## src/rtl/alu_share_arbiter_if.sv

```systemverilog
// Request/response channels and ALU operand bus of the shared-ALU arbiter.
// Handshake rule for every valid/ready pair: a transfer happens on a rising edge where both are high.
interface alu_share_arbiter_if #(
  parameter int WIDTH = 8,
  parameter int OPW   = 2
);
  logic             req0_valid;
  logic             req0_ready;
  logic [OPW-1:0]   req0_opcode;
  logic [WIDTH-1:0] req0_a;
  logic [WIDTH-1:0] req0_b;
  logic             rsp0_valid;
  logic             rsp0_ready;
  logic [WIDTH-1:0] rsp0_data;

  logic             req1_valid;
  logic             req1_ready;
  logic [OPW-1:0]   req1_opcode;
  logic [WIDTH-1:0] req1_a;
  logic [WIDTH-1:0] req1_b;
  logic             rsp1_valid;
  logic             rsp1_ready;
  logic [WIDTH-1:0] rsp1_data;

  logic [OPW-1:0]   alu_opcode;
  logic [WIDTH-1:0] alu_a;
  logic [WIDTH-1:0] alu_b;
  logic [WIDTH-1:0] alu_out;

  modport slave (
    input  req0_valid, req0_opcode, req0_a, req0_b, rsp0_ready,
    output req0_ready, rsp0_valid, rsp0_data,
    input  req1_valid, req1_opcode, req1_a, req1_b, rsp1_ready,
    output req1_ready, rsp1_valid, rsp1_data,
    output alu_opcode, alu_a, alu_b,
    input  alu_out
  );

  modport master (
    output req0_valid, req0_opcode, req0_a, req0_b, rsp0_ready,
    input  req0_ready, rsp0_valid, rsp0_data,
    output req1_valid, req1_opcode, req1_a, req1_b, rsp1_ready,
    input  req1_ready, rsp1_valid, rsp1_data,
    input  alu_opcode, alu_a, alu_b,
    output alu_out
  );
endinterface

```

## src/rtl/alu_share_arbiter.sv

```systemverilog
// Round-robin sharing of one external combinational ALU between two request channels.
// One operation in flight: IDLE (grant) -> EXEC (ALU settles) -> RESP (hold until consumed).
module alu_share_arbiter #(
  parameter int WIDTH = 8,
  parameter int OPW   = 2,
  parameter int CNTW  = 16
) (
  input  logic                clk,
  input  logic                rst_n,
  alu_share_arbiter_if.slave  bus,
  output logic                busy,
  output logic [CNTW-1:0]     ops_done,
  output logic [1:0]          dbg_state_o
);

  typedef enum logic [1:0] {
    IDLE = 2'd0,
    EXEC = 2'd1,
    RESP = 2'd2
  } state_e;

  localparam logic [CNTW-1:0] CNT_ONE = {{(CNTW-1){1'b0}}, 1'b1};

  state_e           state_q, state_d;
  logic             last_grant_q, last_grant_d;
  logic             owner_q, owner_d;
  logic [OPW-1:0]   alu_opcode_q, alu_opcode_d;
  logic [WIDTH-1:0] alu_a_q, alu_a_d;
  logic [WIDTH-1:0] alu_b_q, alu_b_d;
  logic [WIDTH-1:0] rsp0_data_q, rsp0_data_d;
  logic [WIDTH-1:0] rsp1_data_q, rsp1_data_d;
  logic             rsp0_valid_q, rsp0_valid_d;
  logic             rsp1_valid_q, rsp1_valid_d;
  logic [CNTW-1:0]  ops_done_q, ops_done_d;

  logic             grant;
  logic             req_any;
  logic             req0_ready;
  logic             req1_ready;
  logic             owner_rsp_ready;

  // Contention goes to the channel that did not win last time.
  always_comb begin
    grant = 1'b0;
    if (bus.req0_valid && bus.req1_valid) begin
      grant = ~last_grant_q;
    end else if (bus.req1_valid) begin
      grant = 1'b1;
    end
  end

  assign req_any         = bus.req0_valid | bus.req1_valid;
  assign owner_rsp_ready = owner_q ? bus.rsp1_ready : bus.rsp0_ready;

  always_comb begin
    state_d      = state_q;
    last_grant_d = last_grant_q;
    owner_d      = owner_q;
    alu_opcode_d = alu_opcode_q;
    alu_a_d      = alu_a_q;
    alu_b_d      = alu_b_q;
    rsp0_data_d  = rsp0_data_q;
    rsp1_data_d  = rsp1_data_q;
    rsp0_valid_d = rsp0_valid_q;
    rsp1_valid_d = rsp1_valid_q;
    ops_done_d   = ops_done_q;
    req0_ready   = 1'b0;
    req1_ready   = 1'b0;

    case (state_q)
      IDLE: begin
        // The granted channel is always valid, so ready here means handshake.
        if (req_any) begin
          req0_ready   = ~grant & rst_n;
          req1_ready   = grant & rst_n;
          owner_d      = grant;
          last_grant_d = grant;
          alu_opcode_d = grant ? bus.req1_opcode : bus.req0_opcode;
          alu_a_d      = grant ? bus.req1_a      : bus.req0_a;
          alu_b_d      = grant ? bus.req1_b      : bus.req0_b;
          state_d      = EXEC;
        end
      end

      EXEC: begin
        if (owner_q) begin
          rsp1_data_d  = bus.alu_out;
          rsp1_valid_d = 1'b1;
        end else begin
          rsp0_data_d  = bus.alu_out;
          rsp0_valid_d = 1'b1;
        end
        state_d = RESP;
      end

      RESP: begin
        if (owner_rsp_ready) begin
          rsp0_valid_d = 1'b0;
          rsp1_valid_d = 1'b0;
          ops_done_d   = ops_done_q + CNT_ONE;
          state_d      = IDLE;
        end
      end

      default: begin
        state_d = IDLE;
      end
    endcase
  end

  always_ff @(posedge clk or negedge rst_n) begin
    if (!rst_n) begin
      state_q      <= IDLE;
      last_grant_q <= 1'b1;
      owner_q      <= 1'b0;
      alu_opcode_q <= '0;
      alu_a_q      <= '0;
      alu_b_q      <= '0;
      rsp0_data_q  <= '0;
      rsp1_data_q  <= '0;
      rsp0_valid_q <= 1'b0;
      rsp1_valid_q <= 1'b0;
      ops_done_q   <= '0;
    end else begin
      state_q      <= state_d;
      last_grant_q <= last_grant_d;
      owner_q      <= owner_d;
      alu_opcode_q <= alu_opcode_d;
      alu_a_q      <= alu_a_d;
      alu_b_q      <= alu_b_d;
      rsp0_data_q  <= rsp0_data_d;
      rsp1_data_q  <= rsp1_data_d;
      rsp0_valid_q <= rsp0_valid_d;
      rsp1_valid_q <= rsp1_valid_d;
      ops_done_q   <= ops_done_d;
    end
  end

  assign bus.req0_ready = req0_ready;
  assign bus.req1_ready = req1_ready;
  assign bus.rsp0_valid = rsp0_valid_q;
  assign bus.rsp1_valid = rsp1_valid_q;
  assign bus.rsp0_data  = rsp0_data_q;
  assign bus.rsp1_data  = rsp1_data_q;
  assign bus.alu_opcode = alu_opcode_q;
  assign bus.alu_a      = alu_a_q;
  assign bus.alu_b      = alu_b_q;

  assign busy        = (state_q != IDLE);
  assign ops_done    = ops_done_q;
  assign dbg_state_o = state_q;

endmodule

```

## src/flat_wrapper.sv

```systemverilog
// flat-port wrapper written by rule: the top's interface ports become plain ports
module alu_share_arbiter_flat 
#(
  parameter int WIDTH = 8,
  parameter int OPW   = 2,
  parameter int CNTW  = 16
)
  (clk, rst_n, busy, ops_done, dbg_state_o, bus_req0_valid, bus_req0_opcode, bus_req0_a, bus_req0_b, bus_rsp0_ready, bus_req0_ready, bus_rsp0_valid, bus_rsp0_data, bus_req1_valid, bus_req1_opcode, bus_req1_a, bus_req1_b, bus_rsp1_ready, bus_req1_ready, bus_rsp1_valid, bus_rsp1_data, bus_alu_opcode, bus_alu_a, bus_alu_b, bus_alu_out);
  alu_share_arbiter_if #(.WIDTH(WIDTH), .OPW(OPW)) bus_i ();
  input  logic clk;
  input  logic rst_n;
  output logic busy;
  output logic [CNTW-1:0] ops_done;
  output logic [1:0] dbg_state_o;
  input wire logic [$bits(bus_i.req0_valid)-1:0] bus_req0_valid;
  input wire logic [$bits(bus_i.req0_opcode)-1:0] bus_req0_opcode;
  input wire logic [$bits(bus_i.req0_a)-1:0] bus_req0_a;
  input wire logic [$bits(bus_i.req0_b)-1:0] bus_req0_b;
  input wire logic [$bits(bus_i.rsp0_ready)-1:0] bus_rsp0_ready;
  output wire logic [$bits(bus_i.req0_ready)-1:0] bus_req0_ready;
  output wire logic [$bits(bus_i.rsp0_valid)-1:0] bus_rsp0_valid;
  output wire logic [$bits(bus_i.rsp0_data)-1:0] bus_rsp0_data;
  input wire logic [$bits(bus_i.req1_valid)-1:0] bus_req1_valid;
  input wire logic [$bits(bus_i.req1_opcode)-1:0] bus_req1_opcode;
  input wire logic [$bits(bus_i.req1_a)-1:0] bus_req1_a;
  input wire logic [$bits(bus_i.req1_b)-1:0] bus_req1_b;
  input wire logic [$bits(bus_i.rsp1_ready)-1:0] bus_rsp1_ready;
  output wire logic [$bits(bus_i.req1_ready)-1:0] bus_req1_ready;
  output wire logic [$bits(bus_i.rsp1_valid)-1:0] bus_rsp1_valid;
  output wire logic [$bits(bus_i.rsp1_data)-1:0] bus_rsp1_data;
  output wire logic [$bits(bus_i.alu_opcode)-1:0] bus_alu_opcode;
  output wire logic [$bits(bus_i.alu_a)-1:0] bus_alu_a;
  output wire logic [$bits(bus_i.alu_b)-1:0] bus_alu_b;
  input wire logic [$bits(bus_i.alu_out)-1:0] bus_alu_out;
  assign bus_i.req0_valid = bus_req0_valid;
  assign bus_i.req0_opcode = bus_req0_opcode;
  assign bus_i.req0_a = bus_req0_a;
  assign bus_i.req0_b = bus_req0_b;
  assign bus_i.rsp0_ready = bus_rsp0_ready;
  assign bus_req0_ready = bus_i.req0_ready;
  assign bus_rsp0_valid = bus_i.rsp0_valid;
  assign bus_rsp0_data = bus_i.rsp0_data;
  assign bus_i.req1_valid = bus_req1_valid;
  assign bus_i.req1_opcode = bus_req1_opcode;
  assign bus_i.req1_a = bus_req1_a;
  assign bus_i.req1_b = bus_req1_b;
  assign bus_i.rsp1_ready = bus_rsp1_ready;
  assign bus_req1_ready = bus_i.req1_ready;
  assign bus_rsp1_valid = bus_i.rsp1_valid;
  assign bus_rsp1_data = bus_i.rsp1_data;
  assign bus_alu_opcode = bus_i.alu_opcode;
  assign bus_alu_a = bus_i.alu_a;
  assign bus_alu_b = bus_i.alu_b;
  assign bus_i.alu_out = bus_alu_out;
  alu_share_arbiter #(.WIDTH(WIDTH), .OPW(OPW), .CNTW(CNTW)) u_core (.clk(clk), .rst_n(rst_n), .bus(bus_i), .busy(busy), .ops_done(ops_done), .dbg_state_o(dbg_state_o));
endmodule
```

## config.mk

```make
export PLATFORM = sky130hd
export DESIGN_NAME = alu_share_arbiter_flat
export DESIGN_NICKNAME = d
export VERILOG_FILES = /design/src/rtl/alu_share_arbiter_if.sv /design/src/rtl/alu_share_arbiter.sv /design/src/flat_wrapper.sv
export SDC_FILE = /design/constraint.sdc
export NUM_CORES = 1
export LEC_CHECK = 0
export ABC_CLOCK_PERIOD_IN_PS = 1720
export CAP_MARGIN = 20
export CORE_MARGIN = 1.5
export CORE_UTILIZATION = 38
export CTS_CLUSTER_SIZE = 40
export DETAILED_ROUTE_END_ITERATION = 10
export PLACE_DENSITY = 0.76
export SLEW_MARGIN = 10
export SYNTH_ARGS = -nofsm -noshare
export SYNTH_HDL_FRONTEND = slang
export SYNTH_SLANG_ARGS = --single-unit
```

## constraint.sdc

```tcl
create_clock -name clk -period 1.72 [get_ports clk]
set_input_delay 0.43 -clock clk [delete_from_list [all_inputs] [get_ports clk]]
set_output_delay 0.43 -clock clk [all_outputs]
set_load 0.005 [all_outputs]
```

* Word-level counts from Yosys, hierarchy flattened
Cells that the tools add are included.
Operators by class: multipliers 0, add/subtract/negate cells 1, mux-type cells 18, reduce and logical (&&, ||, !) cells 11, equal/unequal tests 6, bitwise logic cells 6, shifts and indexed selects 0, div/mod/pow operators 0, $lt $le $gt $ge 0
Operators by type and width (number):
- $add A16 B1 Y16 const B | 1
- $mux W8 | 2
- $mux W1 | 10
- $reduce_and A2 Y1 | 5
- $mux W2 | 3
- $ne A2 B1 Y1 const B | 3
- $pmux W2 S3 | 1
- $reduce_and A3 Y1 | 2
- $pmux W1 S2 | 2
- $reduce_bool A2 Y1 | 2
- $not A1 Y1 | 3
- $and A1 B1 Y1 | 2
- $eq A2 B1 Y1 const B | 1
- $eq A2 B2 Y1 const B | 1
- $logic_not A2 Y1 | 1
- $ne A2 B2 Y1 const B | 1
- $logic_and A1 B1 Y1 | 1
- $or A1 B1 Y1 | 1
Storage, ports and cells: bits in read-only memories 0, flip-flop bits (word level) 56, bits in latches 0, RAM bits 0, output and inout bits 57, logic and storage cells 53, memories kept 0

* Longest topological paths before layout
Gate-level depths: netlist (run 1).
depth after elaboration 6, gate-level depth with buffers 7

* Worst setup path after synthesis (run 1)
Ideal clock, no wire load.
path kind reg-to-output, from register u_core.state_q[0] (netlist: u_core.dbg_state_o[0]), to output port bus_req0_ready, stages on the path, launching flop included 7, required time 1.290 ns, buffers on the path 2, data arrival time 1.483 ns, setup slack -0.193 ns, path through dfrtp_1 -> inv_1 -> ha_1 -> o21ai_0 -> clkbuf_1 -> clkbuf_1 -> nor3b_1
On the way: longest elaborated chain between the ends 2
Ends and longest elaborated chain:
- start, declared | RTL line alu_share_arbiter.sv:24 | state_e state_q, state_d;
- start signal, assigned | RTL line alu_share_arbiter.sv:125 | state_q <= state_d;
- $logic_not A2 Y1 | RTL line alu_share_arbiter.sv:70 | case (state_q)
- $mux W1 | RTL line alu_share_arbiter.sv:70
- end, declared | RTL line flat_wrapper.sv:20 | output wire logic [$bits(bus_i.req0_ready)-1:0] bus_req0_ready;
Every way passes these cells.

* Final worst setup path (run 1)
Same ends and word-level chain as after synthesis.

==> results of run 1 <==
cells in the final DEF, fill, tap and decap left out, types with 2 or more instances in the layout:
cell type / synthesis / layout
buf_4: 0 / 31
nand3_1: 5 / 4
buf_2: 3 / 3
ha_1: 5 / 4
mux2i_1: 18 / 18
nand2_1: 27 / 27
dlygate4sd2_1: 0 / 3
and3_1: 4 / 3
xor2_1: 2 / 2
clkbuf_8: 0 / 6
inv_2: 0 / 2
nand4_1: 6 / 6
xnor2_1: 13 / 13
dfrtp_1: 55 / 51
clkdlybuf4s50_1: 0 / 97
mux2_2: 18 / 17
dfrtp_2: 0 / 4
o21ai_0: 24 / 22
buf_6: 0 / 3
stage by stage:
step | worst slack, ns | setup TNS [ns] | hold slack (ns)
2_1_floorplan | 0.00512 | 0 | 0.134
3_3_place_gp | -0.556 | -3.81 | 0.460
3_5_place_dp | -0.592 | -5.13 | 0.466
4_1_cts | -0.0359 | -0.0359 | 0.152
5_1_grt | -0.0950 | -0.147 | 0.173
6_report | -0.0410 | -0.0410 | 0.165
Yosys cell counts (2+ instances only):
library cell / count
a21oi_1: 2
and3_1: 4
buf_2: 3
clkbuf_1: 5
dfrtp_1: 55
ha_1: 5
inv_1: 3
mux2_2: 18
mux2i_1: 18
nand2_1: 27
nand3_1: 5
nand4_1: 6
o21ai_0: 24
xnor2_1: 13
xor2_1: 2
kinds of logic after synthesis:
| group | after synthesis |
|---|---|
| XOR/XNOR | 15 |
| AND/OR/NAND/NOR | 50 |
| multiplexers | 37 |
| flip-flops | 56 |
| AO/OA/AOI/OAI | 30 |
| buffers and inverters | 11 |
| adder cells (fa/ha/maj) | 5 |
layout make-up:
class,instances,area [um2]
multi-input combinational,137,1060
sequential,56,1410
clock buffer,7,86.3
timing repair buffer,139,1300
inverter,3,11.3
clock inverter,1,7.51
fill,550,2300
tap,77,96.3
report_power, final:
| part | switching [mW] | internal [mW] | total [mW] |
|---|---|---|---|
| clock network | 0.395 | 0.328 | 0.722 |
| logic | 1.05 | 1.75 | 2.80 |
| registers | 0.294 | 1.85 | 2.15 |
| total | 1.74 | 3.93 | 5.66 |
layer usage:
layer  vias to the layer above  share of wire (%)  global-route usage, %
met1                       950                 41                   20.3
met4                         0                1.1                   4.09
met3                         6                5.7                   5.37
met2                        60                 52                   30.2
li1                        985                  -                      -
met5                         -                  0                      0
state kept, by name (all words and copies together), names as in the netlist:
name                   flops
u_core.bus.alu_a           8
u_core.bus.alu_b           8
u_core.bus.alu_opcode      2
u_core.owner_q             1
u_core.ops_done           16
u_core.bus.rsp1_data       8
u_core.bus.rsp1_valid      1
u_core.last_grant_q        1
u_core.bus.rsp0_data       8
u_core.bus.rsp0_valid      1
u_core.dbg_state_o         2
how the worst min path moves through the flow:
stage,startpoint,endpoint,slack [ns],depth (start not counted)
global route,rst_n,u_core.bus.alu_opcode[0],0.17,2
global placement,u_core.bus.alu_b[7],u_core.bus.alu_b[7],0.46,2
CTS,rst_n,u_core.bus.rsp0_data[1],0.15,2
detailed placement,u_core.ops_done[15],u_core.ops_done[15],0.47,1
finish,rst_n,u_core.bus.alu_opcode[0],0.17,2
floorplan,rst_n,u_core.bus.alu_a[0],0.13,0
what timing repair did:
action | CTS | global route
setup buffers | 5 | 7
resized for setup | 22 | 12
setup endpoints to repair | 9 | 20
pin swaps | 2 | 1
==> metrics, run 1 <==
Critical Path Sink Type primary output; WP depth 5; placed cell area 3750 um2; final core occ between 60% and 70%; max incr delay on CP a little over 0.4 ns; crit start category flop; average size of a mapped cell roughly 12 um2; Max Transition Viols Final 0; end of the critical path bus_req0_ready; design area just under 4000 um2; register area share after synthesis between 50% and 60%; Max Clock Freq 568 MHz; CP max stage cell dfrtp_1; # IOs 107; largest family of logic cells by synthesized area multiplexers; PD cells 1430 nW/um2; drt total wl around 5700 um; CTS tree done; Yosys top cell area share between 50% and 60%; DP Cell Count 400; overall global routing resource usage between 15 and 20%; status finished with violations; Required @ worst endpoint around 1.3 ns; Final Cycle Share 102%; Yosys cell types 29; synthesized area approximately 2500 um2; post-synthesis mux area share 16.2%; Inserted Diodes 0; critical path type flop to primary output; CTS H-Tree Depth 2; Most used DFF post-synth dfrtp_1; area leader, netlist dfrtp_1; initial antenna violation count 0; Reg clk slew, reported paths around 0.1 ns; layout net count between 300 and 400; Post-Synthesis Cells a little over 200; Layout Cells excl Fill 420; Synth Area in Compound Gates 6.53%; max capacitance violation total 0; Post-synth EDFFs 0; Top delay family on crit path flip-flops; Synth async-reset ratio 100%; DR WL/cell ~14 um; Mapped Nets 259; Final Hold Vio Count 0; number of routed nets with antenna violations 0; R2R depth 7; initial DRC count 65; starting density of the core 39.1%; Hold-fix buffers, CTS 0; Root Buffer clkbuf_8; synthesis warning total 0; adder-cell share of the synthesized area under 10%; Post-Synth Simple-Gate Area ~10%; Leak Pwr 1.73 nW; post-synthesis register bit count 56; largest net degree at the start of global routing 38; clock sink total 56; reg-to-reg setup timing slack about 0.060 ns; Vias 2001; crit-path cells inv_2 -> ha_4 -> o21ai_2 -> nor3b_2 -> buf_2; failing checks setup timing; site row count 29; clk_lat worst skew about 0.3 ns; Worst-Margin Slew ~0.40 ns; Clock Tree Buf Depth 2; final setup margin -0.0410 ns; total gr overflow 0; xor and xnor area share after synthesis 5.36%; DIE HEIGHT about 83 um; TritonRoute pass-1 iters 4; worst vdd ir roughly 0.00073 V; terminus of the critical flop-to-flop path u_core.dbg_state_o[1]; Die W between 80 and 90 um; overall power roughly 5.7 mW; Worst Path Max Fanout 4; DP HPWL 4220 um; RR Startpoint u_core.dbg_state_o[0]; crit path buf inv count 2; PortBufs 106; Final Skew a little over 0.009 ns; first-pass GRT wire length around 9600 um; RSZ-0062 raised after global routing true; Rel. slew slack slightly above 70%; Syn-to-layout area delta 62.0%; core area around 6300 um2; Die Area approximately 6900 um2; layout cell share with drive strength beyond 1 23.3%; vias in the first global route 2050; Critical Path AT roughly 1.3 ns; drt via density between 4 and 5; top cells by area, synth dfrtp_1 (56%), mux2_2 (8.3%), mux2i_1 (7.3%), o21ai_0 (4.9%), xnor2_1 (4.6%); drt drc 0; GP Congestion 0.798; critical path launch point u_core.dbg_state_o[0]; HP Class primary input to asynchronous set/reset pin; total CTS buffers 5; fin crit period roughly 1.8 ns; final setup violation count 1
Power figures use the tool's default switching activity.
==> run 2, diff against run 1 <==
ABC_CLOCK_PERIOD_IN_PS = 2200   (was 1720)
PLACE_DENSITY = 0.73   (was 0.76)
TNS_END_PERCENT = 1   (was default)
clock period = 2.2 ns   (was 1.72 ns; I/O delays follow)
==> run 2 against run 1 <==
The run now ends clean. Global-route usage decreased by 0.45 points. Critical path depth down 1. Count of clock-buffer cells in the layout decreased by 1. Register-to-register slack better by 0.37 ns. Critical path type is now primary input to primary output. Critical endpoint is now bus_req1_ready. Setup slack improved by 0.054 ns. Non-clock buffer count decreased by 18.
==> metrics, run 2 (same netlist as run 1, synthesis figures left out) <==
Layout Cells excl Fill ~400; Root Buffer clkbuf_8; Max Clock Freq about 460 MHz; end of the critical path bus_req1_ready; total CTS buffers 5; drt via density 4.79; CTS H-Tree Depth 2; total gr overflow 0; Final Skew ~0.0084 ns; RSZ-0062 raised after global routing true; DRT met1 WL about 2300 um; Final Cycle Share 99.4%; metal2 WL 2710 um; WP depth 4; fin crit period roughly 2.2 ns; TritonRoute pass-1 iters 4; final core occ 60.9%; drt total wl between 5000 and 6000 um; Top delay family on crit path buffers and inverters; HP Class primary input to asynchronous set/reset pin; clk_lat worst skew 0.31 ns; crit-path cells clkdlybuf4s50_1 -> a21boi_4 -> and3_1 -> clkdlybuf4s15_2; R2R depth 7; DIE HEIGHT about 83 um; Final Hold Vio Count 0; highest routing layer actually used met4; # IOs roughly 110; max incr delay on CP roughly 0.48 ns; DP Cell Count just under 400; final setup violation count 0; Rel. slew slack 61.3%; Clock Tree Buf Depth 2; largest net degree at the start of global routing 47; most frequent cells in the layout clkdlybuf4s50_1 (101), dfrtp_1 (55), nand2_1 (27); first-pass GRT wire length a little over 9000 um; met3 routed wirelength approximately 360 um; core area 6280 um2; Die W roughly 83 um; Die Area 6940 um2; reg-to-reg setup timing slack 0.43 ns; initial antenna violation count 0; Vias 1924; Critical Path Sink Type primary output; CTS tree done; Inserted Diodes 0; PD cells roughly 1100 nW/um2; commonest non-fill, non-tap cell in the layout clkdlybuf4s50_1; Worst Path Max Fanout 4; critical path launch point bus_req1_valid; DR WL/cell 13.5 um; Worst-Margin Slew 0.580 ns; PortBufs 106; number of routed nets with antenna violations 0; terminus of the critical flop-to-flop path u_core.ops_done[15]; Required @ worst endpoint 1.65 ns; Leak Pwr around 1.6 nW; layout cell share with drive strength beyond 1 15.7%; starting density of the core between 30 and 40%; worst hold slack 0.0512 ns; DP HPWL ~4200 um; layout net count 379; critical path type primary input to primary output; site row count 29; Reg clk slew, reported paths roughly 0.09 ns; crit path buf inv count 2; GP Congestion 0.766; overall global routing resource usage around 17%; Max Transition Viols Final 0; RR Startpoint u_core.dbg_state_o[1]; crit start category primary input; status finished, final reports clean; initial DRC count 55; max FFs per register 16; max capacitance violation total 0; vias in the first global route 1921; Syn-to-layout area delta 55.8%; worst vdd ir 0.000720 V; drt drc 0; clock sink total 56; CP max stage cell clkdlybuf4s50_1; Critical Path AT ~1.6 ns
run 2: cell types whose count changed in the layout (fill, tap and decap cells not counted), sizes merged:
cell           before  now
bufinv              0    1
clkdlybuf4s50      97  101
buf                37   16
dlygate4sd2         3    1
inv                 3    4
clkinvlp            1    0
run 2: worst min path at each step:
| stage | start | depth (start not counted) | to |
|---|---|---|---|
| floorplan | rst_n | 0 | u_core.bus.alu_a[0] |
| global placement | rst_n | 1 | u_core.bus.alu_opcode[1] |
| detailed placement | rst_n | 1 | u_core.bus.alu_opcode[1] |
| CTS | rst_n | 1 | u_core.bus.alu_b[6] |
| global route | rst_n | 1 | u_core.bus.alu_b[6] |
| finish | rst_n | 1 | u_core.bus.alu_b[6] |
run 2: layout make-up:
cell class / instances / area [um2]
clock buffer: 6 / 72.6
clock inverter: 2 / 38.8
timing repair buffer: 121 / 1170
multi-input combinational: 137 / 1030
sequential: 56 / 1400
inverter: 3 / 11.3
fill: 553 / 2460
tap: 77 / 96.3
run 2: metrics by stage:
step           worst slack (ns)  setup TNS [ns]  power, mW  instance area (um2)
3_3_place_gp             -0.305          -0.593       3.64                 3680
2_1_floorplan             0.167               0       2.50                 2450
6_report                 0.0127               0       4.35                 3820
4_1_cts                 0.00586               0       4.41                 3810
3_5_place_dp             -0.325          -0.583       3.69                 3680
5_1_grt                 -0.0339         -0.0339       4.66                 3820
run 2: power by group:
group	internal, mW	total [mW]	switching [mW]
sequential	1.45	1.71	0.264
clock	0.344	0.674	0.329
combinational	1.24	1.97	0.730
run 2: layer usage:
metal / global-route usage (%) / vias up
met5: 0 / -
met1: 20.7 / 911
met3: 5.67 / 8
met2: 28.2 / 53
li1: - / 952
met4: 3.64 / 0
run 2: timing repair:
item,4_1_cts,5_1_grt
pin swaps,1,0
endpoints found under the setup margin,3,3
setup buffers,0,1
gates cloned,0,0
hold buffers,0,0
resized for setup,9,4
